`config.mk`:
```
export PLATFORM = sky130hd
export DESIGN_NAME = calc_queue
export DESIGN_NICKNAME = d
export VERILOG_FILES = /design/src/rtl/calc_pkg.sv /design/src/rtl/calc_queue_mem.sv /design/src/rtl/calc_queue.sv
export SDC_FILE = /design/constraint.sdc
export NUM_CORES = 1
export LEC_CHECK = 0
export BUFFER_PORTS_ARGS = -buffer_cell sky130_fd_sc_hd__buf_2
export CAP_MARGIN = 20
export CORE_MARGIN = 1.5
export CORE_UTILIZATION = 65
export CTS_BUF_LIST = sky130_fd_sc_hd__clkbuf_2
export CTS_CLUSTER_DIAMETER = 60
export DETAILED_ROUTE_END_ITERATION = 8
export PLACE_DENSITY = 0.84
export SYNTH_ARGS = -nofsm -noshare
export SYNTH_HDL_FRONTEND = slang
export SYNTH_HIERARCHICAL = 1
export SYNTH_SLANG_ARGS = --single-unit
```
`constraint.sdc`:
```
create_clock -name clk -period 6.69 [get_ports clk]
set_input_delay 1.0035 -clock clk [delete_from_list [all_inputs] [get_ports clk]]
set_output_delay 1.0035 -clock clk [all_outputs]
set_load 0.02 [all_outputs]
```
`src/rtl/calc_pkg.sv`:
```
// Shared definitions for the queue-based calculator: queue command codes,
// ALU opcodes and the queue controller state encoding.
package calc_pkg;

    localparam logic [1:0] Q_PUSH         = 2'b00;
    localparam logic [1:0] Q_SLEEP        = 2'b01;
    localparam logic [1:0] Q_POP          = 2'b11;
    localparam logic [1:0] Q_GET_AND_PUSH = 2'b10;

    localparam logic [2:0] PUSH_CODE = 3'd0;
    localparam logic [2:0] ADD_CODE  = 3'd1;
    localparam logic [2:0] SUB_CODE  = 3'd2;
    localparam logic [2:0] MUL_CODE  = 3'd3;
    localparam logic [2:0] DIV_CODE  = 3'd4;
    localparam logic [2:0] REM_CODE  = 3'd5;

    typedef enum logic [1:0] {
        S_IDLE    = 2'd0,
        S_COMMIT  = 2'd1,
        S_REFRESH = 2'd2
    } queue_state_e;

endpackage

```
`src/rtl/calc_queue_mem.sv`:
```
// Circular-queue storage: one synchronous write port, two asynchronous read
// ports (head and head+1). Contents are deliberately not reset.
module calc_queue_mem #(
    parameter int unsigned DATA_W = 8,
    parameter int unsigned DEPTH  = 16
) (
    input  logic                     clk_i,
    input  logic                     we_i,
    input  logic [$clog2(DEPTH)-1:0] waddr_i,
    input  logic [DATA_W-1:0]        wdata_i,
    input  logic [$clog2(DEPTH)-1:0] raddr0_i,
    input  logic [$clog2(DEPTH)-1:0] raddr1_i,
    output logic [DATA_W-1:0]        rdata0_o,
    output logic [DATA_W-1:0]        rdata1_o
);

    logic [DATA_W-1:0] mem_q [DEPTH];

    always_ff @(posedge clk_i) begin
        if (we_i) begin
            mem_q[waddr_i] <= wdata_i;
        end
    end

    assign rdata0_o = mem_q[raddr0_i];
    assign rdata1_o = mem_q[raddr1_i];

endmodule

```
`src/rtl/calc_queue.sv`:
```
// Data queue responder for the calculator ALU: accept, commit, refresh operands.
// Define CALC_QUEUE_ERR_STICKY_EN to make the error flags sticky until reset.
module calc_queue
    import calc_pkg::*;
#(
    parameter int unsigned DATA_W = 8,
    parameter int unsigned DEPTH  = 16
) (
    input  logic                         clk,
    input  logic                         rst,
    input  logic                         op_valid,
    output logic                         op_ready,
    input  logic [1:0]                   queue_op,
    input  logic [DATA_W-1:0]            result,
    output logic [2*DATA_W-1:0]          operands,
    output logic [$clog2(DEPTH+1)-1:0]   count,
    output logic                         empty,
    output logic                         full,
    output logic                         sync,
    output logic                         err_underflow,
    output logic                         err_overflow
);

    localparam int unsigned PTR_W = $clog2(DEPTH);
    localparam int unsigned CNT_W = $clog2(DEPTH + 1);

    queue_state_e        state_q, state_d;
    logic [1:0]          cmd_q, cmd_d;
    logic [DATA_W-1:0]   data_q, data_d;
    logic [PTR_W-1:0]    head_q, head_d;
    logic [PTR_W-1:0]    tail_q, tail_d;
    logic [CNT_W-1:0]    count_q, count_d;
    logic [2*DATA_W-1:0] operands_q, operands_d;
    logic                sync_q, sync_d;
    logic                err_uf_q, err_uf_d;
    logic                err_of_q, err_of_d;
    logic                pend_uf_q, pend_uf_d;
    logic                pend_of_q, pend_of_d;

    logic              mem_we;
    logic [DATA_W-1:0] rd_head, rd_next;
    logic              in_refresh;

    calc_queue_mem #(
        .DATA_W (DATA_W),
        .DEPTH  (DEPTH)
    ) u_mem (
        .clk_i    (clk),
        .we_i     (mem_we),
        .waddr_i  (tail_q),
        .wdata_i  (data_q),
        .raddr0_i (head_q),
        .raddr1_i (head_q + PTR_W'(1)),
        .rdata0_o (rd_head),
        .rdata1_o (rd_next)
    );

    always_comb begin
        state_d    = state_q;
        cmd_d      = cmd_q;
        data_d     = data_q;
        head_d     = head_q;
        tail_d     = tail_q;
        count_d    = count_q;
        operands_d = operands_q;
        sync_d     = 1'b0;
        pend_uf_d  = pend_uf_q;
        pend_of_d  = pend_of_q;
        mem_we     = 1'b0;

        unique case (state_q)
            S_IDLE: begin
                if (op_valid) begin
                    cmd_d   = queue_op;
                    data_d  = result;
                    state_d = S_COMMIT;
                end
            end
            S_COMMIT: begin
                pend_uf_d = 1'b0;
                pend_of_d = 1'b0;
                unique case (cmd_q)
                    Q_PUSH: begin
                        if (count_q < CNT_W'(DEPTH)) begin
                            mem_we  = 1'b1;
                            tail_d  = tail_q + PTR_W'(1);
                            count_d = count_q + CNT_W'(1);
                        end else begin
                            pend_of_d = 1'b1;
                        end
                    end
                    Q_POP: begin
                        if (count_q >= CNT_W'(1)) begin
                            head_d  = head_q + PTR_W'(1);
                            count_d = count_q - CNT_W'(1);
                        end else begin
                            pend_uf_d = 1'b1;
                        end
                    end
                    Q_GET_AND_PUSH: begin
                        // Write goes to the old tail; when full that is a slot being consumed.
                        if (count_q >= CNT_W'(2)) begin
                            mem_we  = 1'b1;
                            head_d  = head_q + PTR_W'(2);
                            tail_d  = tail_q + PTR_W'(1);
                            count_d = count_q - CNT_W'(1);
                        end else begin
                            pend_uf_d = 1'b1;
                        end
                    end
                    Q_SLEEP: begin
                    end
                endcase
                state_d = S_REFRESH;
            end
            S_REFRESH: begin
                if (count_q >= CNT_W'(2)) begin
                    operands_d = {rd_next, rd_head};
                end else if (count_q == CNT_W'(1)) begin
                    operands_d = {{DATA_W{1'b0}}, rd_head};
                end else begin
                    operands_d = '0;
                end
                sync_d  = 1'b1;
                state_d = S_IDLE;
            end
            default: state_d = S_IDLE;
        endcase
    end

    assign in_refresh = (state_q == S_REFRESH);

    always_comb begin
`ifdef CALC_QUEUE_ERR_STICKY_EN
        err_uf_d = err_uf_q | (in_refresh & pend_uf_q);
        err_of_d = err_of_q | (in_refresh & pend_of_q);
`else
        err_uf_d = in_refresh & pend_uf_q;
        err_of_d = in_refresh & pend_of_q;
`endif
    end

    always_ff @(posedge clk) begin
        if (!rst) begin
            state_q    <= S_IDLE;
            cmd_q      <= Q_SLEEP;
            data_q     <= '0;
            head_q     <= '0;
            tail_q     <= '0;
            count_q    <= '0;
            operands_q <= '0;
            sync_q     <= 1'b0;
            err_uf_q   <= 1'b0;
            err_of_q   <= 1'b0;
            pend_uf_q  <= 1'b0;
            pend_of_q  <= 1'b0;
        end else begin
            state_q    <= state_d;
            cmd_q      <= cmd_d;
            data_q     <= data_d;
            head_q     <= head_d;
            tail_q     <= tail_d;
            count_q    <= count_d;
            operands_q <= operands_d;
            sync_q     <= sync_d;
            err_uf_q   <= err_uf_d;
            err_of_q   <= err_of_d;
            pend_uf_q  <= pend_uf_d;
            pend_of_q  <= pend_of_d;
        end
    end

    assign op_ready      = (state_q == S_IDLE);
    assign operands      = operands_q;
    assign count         = count_q;
    assign empty         = (count_q == '0);
    assign full          = (count_q == CNT_W'(DEPTH));
    assign sync          = sync_q;
    assign err_underflow = err_uf_q;
    assign err_overflow  = err_of_q;

endmodule

```
==> results_dict.tcl, run 1 <==
set metrics [dict create \
    status "finished clean" \
    synthCells 521 \
    dp_hpwl_mm 11.9 \
    die_h_um 114 \
    nFillCells 779 \
    syn_area_um2 8030 \
    power_density_nw_per_um2 200 \
    h-tree-depth 4 \
    yosys_warnings 6 \
    cts_sinks 174 \
    yosys.area.top_type_share_pct 47.9 \
    crit_path_max_fanout 36 \
    synth_seq_area_share_pct 59.3 \
    postCtsResizedCells 0 \
    grt_overflow 0 \
    setup_viol 0 \
    synth_top_area_cell "edfxtp_1" \
    rows 40 \
    crit_path_start_kind "register" \
    power.leakage_nw 2.86 \
    synthFlopType "edfxtp_1" \
    grt_max_degree 37 \
    peakVddDrop_v 0.000116 \
    clockBufferDepth 2 \
    synth.distinct_cells 53 \
    syn-num-nets 541 \
    die_x_um 114 \
    synth_seq_cells 174 \
    syn_to_final_growth_pct 4.47 \
    grt.total_usage_pct 29.6 \
    final_cells 709 \
    slew_violations 0 \
    cap_violations 0 \
    ff2ff_setup_slack_ns 3.58 \
    wl_mm 17.7 \
    max_freq_ghz 0.321 \
    regArea_um2 4770 \
    fp.coreArea_um2 12000 \
    crit_path_end_kind "register" \
    finalWorstSetupSlack_ns 3.58 \
    post_cts_buffers 0 \
    drc 0 \
    max_slew.worst_pin.slew_ns 1.01 \
    syn_area_per_cell_um2 15.4 \
    clkTransAtPathRegs_ns 0.21 \
    port_buffers 39 \
    worstPathRequired_ns 7.36 \
    routedWlPerCell_um 25.0 \
    grt_pass1_vias 4815 \
    synthTopCellsByArea "edfxtp_1 (48%), dfxtp_1 (11%), mux4_2 (9.5%), mux4_1 (9.2%), a22oi_1 (3.7%)" \
    place_inst 677 \
    root_buffer "clkbuf_2" \
    multi_input_area_um2 2990 \
    avgViaCountPerCell 7.04 \
    grt_pass1_wl_mm 27.6 \
    drtIter0Drc 692 \
    ctsHoldBuffers 0 \
    antenna_found_initial 0 \
    arrival_ns 3.78 \
    fin_nets 569 \
    critical_path_class "register to register" \
    cts_tree "done" \
    vias 4992 \
    max_slew_margin_pct 32.0 \
    ioPinCount 40 \
    rsz0062_at_grt "false" \
    cts_buffers 17 \
    synthArstFlopShare_pct 0 \
    synth_edf_count 128 \
    die-area_um2 13000 \
    dr.pass1.iters 5 \
    period_share_pct 46.5 \
    post-place-ws_ns 3.68 \
    tns_ns 0 \
    period_minus_slack_ns 3.11 \
    layout-drive-gt1-share_pct 21.7 \
    postRouteAntennaNets 0 \
    start_util_pct 66.8 \
    antenna_cells 0 \
    skew_ns 0.0499 \
    gp_congestion 0.926 \
    clk_latency_ns 0.78 \
    most-common-layout-cells "edfxtp_1 (128), nand2_1 (52), dfxtp_1 (45)" \
    hold_path_class "input port to register" \
    final_common_cell "edfxtp_1" \
    hold_viol 0 \
]
[cell families after synthesis]
kind of cell / Yosys count / share of synthesized area [%]
adder cells (fa/ha/maj): 7 / 1.09
multiplexers: 68 / 19.8
XOR/XNOR: 7 / 0.764
flip-flops: 174 / 59.3
AO/OA/AOI/OAI: 82 / 7.08
AND/OR/NAND/NOR: 140 / 8.46
buffers and inverters: 43 / 3.43
[final timing paths]
| path | end | cells past startpoint | startpoint |
|---|---|---|---|
| hold reg to reg | pend_of_q | 2 | pend_of_q |
| setup / recovery | operands[8] | 8 | head_q[0] |
| hold / removal | data_q[2] | 3 | result[2] |
| setup reg to reg | operands[8] | 8 | head_q[0] |
[cell usage after synthesis (2+ instances only)]
cell,instances
ha_1,7
o21ai_0,4
nor2b_1,4
xnor2_1,6
buf_4,2
nor3_1,4
dfxtp_1,46
or3b_2,2
clkbuf_1,13
edfxtp_1,128
clkdlybuf4s25_2,6
nand3_1,12
a31oi_1,2
nand2_1,52
mux4_4,2
nor2_1,33
mux2i_1,3
nand3b_1,3
nor4b_1,3
and2_1,3
or3_1,4
mux4_2,34
a22oi_1,40
nand2b_1,7
mux4_1,28
and2b_1,2
o31ai_1,2
buf_6,8
and3_1,3
inv_1,5
or4_1,2
a21oi_1,24
buf_2,7
[routing by layer]
metal	part of all wire (%)	vias up	global-route usage [%]
met1	38	2483	39.7
met5	0	-	0
met2	48	311	46.9
li1	-	2145	-
met3	11	53	7.89
met4	3.1	0	12.3
[metrics by stage]
step	hold slack, ns	power (mW)	utilization [%]	cell area, um^2
finish	0.461	1.68	69.8	8390
global route	0.437	1.74	69.8	8390
CTS	0.436	1.68	69.8	8390
detailed placement	0.447	1.27	68.5	8230
global placement	0.442	1.26	68.3	8200
floorplan	0.427	1.24	-	8030
[where the power goes]
part | switching, mW | internal [mW] | total, mW
clock network | 0.339 | 0.0986 | 0.437
logic | 0.0321 | 0.0212 | 0.0534
registers | 0.0239 | 1.17 | 1.19
total | 0.395 | 1.29 | 1.68
[final cells by class]
class | count | share of cell area, %
Timing Repair Buffer | 46 | 3.19
Clock inverter | 10 | 0.582
Clock buffer | 22 | 1.31
Tap cell | 147 | 2.19
Inverter | 6 | 0.268
Multi-Input combinational cell | 304 | 35.6
Sequential cell | 174 | 56.8
[flip-flops by register name (all words and copies together) (netlist names), 2 cells and up]
signal,count
cmd_q,2
count,5
data_q,8
head_q,4
operands,16
state_q,2
tail_q,4
u_mem/mem_q,128
[worst max-delay path: stages, from the launching register on]
cell	delay [ns]
dfxtp_2	0.36
buf_4	0.54
ha_1	0.75
buf_4	0.40
mux4_2	0.36
a22oi_1	0.32
nand2_1	0.10
nand3_1	0.09
a21oi_1	0.09
Power figures use the tool's default switching activity.
==> run 2, diff against run 1 <==
--- a/config.mk
+++ b/config.mk
@@ -8,11 +8,11 @@
 export BUFFER_PORTS_ARGS = -buffer_cell sky130_fd_sc_hd__buf_2
 export CAP_MARGIN = 20
 export CORE_MARGIN = 1.5
-export CORE_UTILIZATION = 65
+export CORE_UTILIZATION = 57
 export CTS_BUF_LIST = sky130_fd_sc_hd__clkbuf_2
 export CTS_CLUSTER_DIAMETER = 60
 export DETAILED_ROUTE_END_ITERATION = 8
-export PLACE_DENSITY = 0.84
+export PLACE_DENSITY = 0.78
 export SYNTH_ARGS = -nofsm -noshare
 export SYNTH_HDL_FRONTEND = slang
 export SYNTH_HIERARCHICAL = 1
==> constraint.sdc (replaced) <==
create_clock -name clk -period 2.8 [get_ports clk]
set_input_delay 0.42 -clock clk [delete_from_list [all_inputs] [get_ports clk]]
set_output_delay 0.42 -clock clk [all_outputs]
set_load 0.02 [all_outputs]
==> run 2 against run 1 <==
  * Non-clock buffer count up 32
  * Worst hold slack got worse by 0.34 ns
  * Flip-flop and latch count unchanged
  * Clock power grew to 3.2 times the previous value
  * Wire length increased by 4.3%
  * Via count is 2.3% higher
  * Critical path depth decreased by 2
  * Worst setup slack lost 3.3 ns
  * Largest cell class unchanged
  * Critical path type unchanged
  * Register-to-register slack got worse by 3.3 ns
  * Combinational power rose to 2.7 times the previous value
  * Power grew to 2.6 times the previous value
  * First-iteration DRC count is 4.0% lower
==> results_dict.tcl, run 2 (same netlist as run 1, synthesis figures left out) <==
set metrics [dict create \
    tns_ns 0 \
    routedWlPerCell_um 23.9 \
    grt_max_degree 29 \
    met2WireLength_mm 9.03 \
    critical_path.slowest_cell "dfxtp_1" \
    grt_overflow 0 \
    post-place-ws_ns 0.416 \
    cap_violations 0 \
    worstPathRequired_ns 3.31 \
    root_buffer "clkbuf_2" \
    cpPeakStageDelay_ns 0.65 \
    cts_buffers 17 \
    vias 5107 \
    grt_pass1_wl_mm 28.8 \
    skew_ns 0.0334 \
    wl_mm 18.5 \
    slew_violations 0 \
    status "finished clean" \
    wl_met3_mm 1.36 \
    largest_register_ffs 128 \
    nFillCells 956 \
    syn_to_final_growth_pct 9.52 \
    arrival_ns 3.00 \
    setup_viol 0 \
    path_cells "o41ai_1, a211o_1, inv_1, or3b_2, nor3_1, buf_4" \
    fin_nets 601 \
    hold_path_class "input port to register" \
    place_inst 730 \
    rsz0062_at_grt "false" \
    grt.total_usage_pct 27.0 \
    dr.pass1.iters 5 \
    cts_sinks 174 \
    crit_path_start_kind "register" \
    ioPinCount 40 \
    period_minus_slack_ns 2.49 \
    max_slew.worst_pin.slew_ns 0.800 \
    final_cells 775 \
    finalWorstSetupSlack_ns 0.314 \
    max_freq_ghz 0.402 \
    postCtsResizedCells 0 \
    max_slew_margin_pct 46.6 \
    period_share_pct 88.8 \
    crit_path_end_kind "register" \
    power.leakage_nw 3.03 \
    avgViaCountPerCell 6.59 \
    top_layer_used "met4" \
    fp.coreArea_um2 13800 \
    die-area_um2 14800 \
    gp_congestion 0.926 \
    critical_path_class "register to register" \
    regMostFlops "u_mem/mem_q" \
    layout-drive-gt1-share_pct 23.9 \
    wl_met1_mm 7.36 \
    postRouteAntennaNets 0 \
    most-common-layout-cells "edfxtp_1 (128), nand2_1 (52), dfxtp_1 (45)" \
    die_h_um 122 \
    port_buffers 39 \
    die_x_um 122 \
    drtIter0Drc 664 \
    start_util_pct 58.1 \
    dp_hpwl_mm 12.6 \
    antenna_found_initial 1 \
    power_mw 4.41 \
    clockBufferDepth 2 \
    final_common_cell "edfxtp_1" \
    peakVddDrop_v 0.000274 \
    post_cts_buffers 0 \
    ff2ff_setup_slack_ns 0.31 \
    clkTransAtPathRegs_ns 0.25 \
    fin_util_pct 63.6 \
    grt_pass1_vias 5033 \
    cts_tree "done" \
    hold_viol 0 \
    power_density_nw_per_um2 502 \
    clk_latency_ns 0.76 \
    rows 43 \
    crit_path_max_fanout 15 \
    drc 0 \
    h-tree-depth 4 \
]
run 2: cell count changes in the layout (fill, tap and decap cells not counted), moves of 4 or more:
cell	previous run	this run
buf_4	6	27
dlygate4sd3_1	0	12
clkbuf_2	22	17
inv_2	4	0
inv_6	1	5
run 2: final cells by class:
class | count | area [um^2] | share of cell area [%]
inverter | 6 | 22.5 | 0.256
tap | 180 | 225 | 2.56
sequential | 174 | 4770 | 54.2
clock inverter | 15 | 185 | 2.11
antenna | 1 | 2.50 | 0.0285
clock buffer | 17 | 85.1 | 0.968
timing repair buffer | 78 | 518 | 5.89
multi-input combinational | 304 | 2990 | 34.0
run 2: worst max-delay path: cells and delay by family, from the launching register on:
family	cells	cell delay, ns
AO/OA/AOI/OAI	2	0.59
buffers and inverters	2	0.30
flip-flops	1	0.65
AND/OR/NAND/NOR	2	0.70
run 2: path summary, 6_finish.rpt:
kind / from / end / cells after the start
worst min-delay path: op_valid / state_q[0] / 3
worst max-delay path: cmd_q[1] / u_mem/mem_q[0][6] / 6
worst min register to register: operands[10] / operands[10] / 2
worst max register to register: cmd_q[1] / u_mem/mem_q[0][6] / 6
run 2: repair_timing:
item | 4_1_cts | 5_1_grt
endpoints found under the setup margin | 0 | 0
endpoints found under the hold margin | 13 | 0
hold buffers | 12 | 0
run 2: report_power, final:
| group | internal (mW) | switching [mW] | leakage [nW] |
|---|---|---|---|
| registers | 2.79 | 0.0591 | 1.55 |
| logic | 0.0625 | 0.0826 | 1.33 |
| clock network | 0.515 | 0.908 | 0.156 |
run 2: layer usage:
layer	GRT usage, %	up-vias
met4	12.7	0
met3	5.99	64
met1	35.3	2548
li1	-	2208
met5	0	-
met2	43.5	287
run 2: per-stage QoR:
| step | hold slack, ns | cell area, um^2 |
|---|---|---|
| global placement | 0.437 | 8400 |
| floorplan | 0.427 | 8030 |
| global route | 0.0618 | 8790 |
| finish | 0.118 | 8790 |
| CTS | 0.0432 | 8790 |
| detailed placement | 0.441 | 8400 |
==> run 3, diff against run 2 <==
--- a/config.mk
+++ b/config.mk
@@ -5,14 +5,16 @@
 export SDC_FILE = /design/constraint.sdc
 export NUM_CORES = 1
 export LEC_CHECK = 0
+export ABC_AREA = 1
 export BUFFER_PORTS_ARGS = -buffer_cell sky130_fd_sc_hd__buf_2
 export CAP_MARGIN = 20
 export CORE_MARGIN = 1.5
-export CORE_UTILIZATION = 57
+export CORE_UTILIZATION = 58
 export CTS_BUF_LIST = sky130_fd_sc_hd__clkbuf_2
 export CTS_CLUSTER_DIAMETER = 60
 export DETAILED_ROUTE_END_ITERATION = 8
-export PLACE_DENSITY = 0.78
+export PLACE_DENSITY = 0.79
+export SKIP_LAST_GASP = 1
 export SYNTH_ARGS = -nofsm -noshare
 export SYNTH_HDL_FRONTEND = slang
 export SYNTH_HIERARCHICAL = 1
==> run 3 against run 2 <==
  * Combinational power rose by 140%
  * Core utilization fell by 0.52 points
  * Worst hold slack got worse by 0.037 ns
  * Via count rose by 53%
  * Flip-flop and latch count did not move
  * Power rose by 1.7%
  * Sequential share of layout area fell by 4.5 points
  * Design area rose by 9.0%
  * Area after synthesis rose by 13%
  * Critical path depth rose by 2
  * Synthesized cell count rose by 110%
  * Non-clock buffer count fell by 9
==> results_dict.tcl, run 3 <==
set metrics [dict create \
    synthFlopType "edfxtp_1" \
    clk_latency_ns 0.78 \
    tns_ns 0 \
    rsz0062_at_grt "false" \
    postRouteAntennaNets 0 \
    nFillCells 1296 \
    ioPinCount 40 \
    max_freq_ghz 0.410 \
    routedWlPerCell_um 18.0 \
    arrival_ns 2.87 \
    cts_buffers 17 \
    drc 0 \
    synth_top_area_cell "edfxtp_1" \
    layout-drive-gt1-share_pct 10.1 \
    post_cts_buffers 0 \
    max_slew.worst_pin.slew_ns 1.02 \
    place_inst 1307 \
    die_h_um 128 \
    setup_viol 0 \
    avgViaCountPerCell 5.78 \
    clockBufferDepth 2 \
    drtIter0Drc 1058 \
    fin_area_um2 9590 \
    multi_input_area_um2 3300 \
    r2r-start "count[2]" \
    regMostFlops "u_mem/mem_q" \
    start_util_pct 59.5 \
    synthArstFlopShare_pct 0 \
    cap_violations 0 \
    grt.total_usage_pct 30.5 \
    cts_sinks 174 \
    dr.pass1.iters 8 \
    critical_path_class "register to register" \
    port_buffers 39 \
    skew_ns 0.0479 \
    worstHoldStart "rst" \
    reg2reg_to "u_mem/mem_q[12][0]" \
    syn-num-nets 1138 \
    most-common-layout-cells "nand2_1 (329), nand3_1 (233), inv_1 (148)" \
    slew_violations 0 \
    fin_nets 1168 \
    max_slew_margin_pct 31.6 \
    yosys_warnings 6 \
    status "finished clean" \
    dp_hpwl_mm 16.1 \
    synthTopCellsByCount "nand2_1 (329), nand3_1 (233), inv_1 (149)" \
    clkTransAtPathRegs_ns 0.26 \
    final_cells 1350 \
    syn_area_per_cell_um2 8.10 \
    syn_to_final_growth_pct 5.93 \
    period_minus_slack_ns 2.44 \
    cts_tree "done" \
    crit_path_end_kind "register" \
    root_buffer "clkbuf_2" \
    synth_seq_cells 174 \
    grt_pass1_vias 6899 \
    reg2reg_depth 8 \
    ff2ff_setup_slack_ns 0.36 \
    vias 7800 \
    gp_congestion 0.951 \
    period_share_pct 87.2 \
    power_density_nw_per_um2 468 \
    crit_path_max_fanout 11 \
    largest_register_ffs 128 \
    die_x_um 128 \
    worstPathRequired_ns 3.23 \
    hold_viol 0 \
    crit_path_start_kind "register" \
    min_to "head_q[3]" \
    regArea_um2 4770 \
    antenna_found_initial 2 \
    wl_mm 24.3 \
    grt_pass1_wl_mm 37.5 \
    placed_area_um2 9270 \
    post-synth-top-count-cell "nand2_1" \
    synthTopCellsByArea "edfxtp_1 (42%), nand2_1 (14%), nand3_1 (13%), dfxtp_1 (10%), inv_1 (6.2%)" \
    synthCells 1118 \
    synth.distinct_cells 30 \
    hold_path_class "input port to register" \
    peakVddDrop_v 0.000299 \
    syn_area_um2 9050 \
    fp.coreArea_um2 15200 \
    grt_max_degree 65 \
    synth_edf_count 128 \
    grt_overflow 0 \
    final_common_cell "nand2_1" \
    h-tree-depth 4 \
    hold_path_depth 3 \
    power.leakage_nw 4.38 \
    yosys.area.top_type_share_pct 42.5 \
    die-area_um2 16400 \
    rows 45 \
    synth_seq_area_share_pct 52.6 \
]
==> run 3: cell count changes after synthesis, sizes merged, moves of 36 or more <==
cell / before / now
nand3: 12 / 235
a22oi: 40 / 0
inv: 5 / 157
nor2: 33 / 69
mux4: 64 / 0
nand2: 52 / 337
==> run 3: power breakdown <==
group	internal, mW	switching [mW]
clock network	0.348	0.886
logic	0.113	0.234
registers	2.82	0.0910
total	3.28	1.21
==> run 3: worst max path at each step <==
stage	slack [ns]	to	start
final	0.36	u_mem/mem_q[12][0]	count[2]
after global routing	0.18	u_mem/mem_q[12][0]	count[2]
after CTS	0.35	empty	count[0]
after detailed placement	0.42	u_mem/mem_q[12][7]	count[2]
after global placement	0.53	u_mem/mem_q[12][6]	count[2]
after floorplan	0.76	u_mem/mem_q[12][0]	count[2]
==> run 3: final cells by class <==
cell class	count	share of cell area, %
Sequential cell	174	49.7
Multi-Input combinational cell	728	34.5
Inverter	158	6.18
Timing Repair Buffer	69	4.91
Tap cell	188	2.45
Clock inverter	14	1.33
Clock buffer	18	0.939
Antenna cell	1	0.0261
==> run 3: cell families (layout without fill, tap and decap cells) <==
kind of cell | after synthesis | count (layout) | synth area share [%]
AO/OA/AOI/OAI | 63 | 63 | 3.51
XOR/XNOR | 9 | 9 | 0.871
adder cells (fa/ha/maj) | 7 | 7 | 0.967
buffers and inverters | 216 | 259 | 10.9
flip-flops | 174 | 174 | 52.6
other | 0 | 1 | 0
AND/OR/NAND/NOR | 649 | 649 | 31.2
==> run 3: stage by stage <==
stage | setup WS, ns | util, % | power [mW] | hold WS, ns
4_1_cts | 0.346 | 63.1 | 4.51 | 0.0712
5_1_grt | 0.177 | 63.1 | 4.66 | 0.0731
3_3_place_gp | 0.525 | 61.0 | 3.28 | 0.425
6_report | 0.358 | 63.1 | 4.49 | 0.0804
2_1_floorplan | 0.762 | - | 3.16 | 0.415
3_5_place_dp | 0.416 | 61.0 | 3.29 | 0.429
==> run 3: routing by layer <==
metal	part of all wire (%)	track usage (%)	routed length (um)
met5	0	0	0
met4	4.1	13.7	991
met3	11	8.35	2650
met2	44	45.1	10700
met1	41	42.2	9970
==> run 3: worst max-delay path: stages (launching register included) <==
cell and delay, ns:
dfxtp_1 0.61, nor2_4 0.10, nand2_2 0.24, nand2_4 0.08
nand2_2 0.08, nand2_4 0.07, inv_2 0.13, nand3_1 0.20
nor2_1 0.59
==> run 3: repair_timing <==
item	CTS	global route
hold endpoints to repair	10	0
gates resized for setup	0	0
hold buffers	10	0
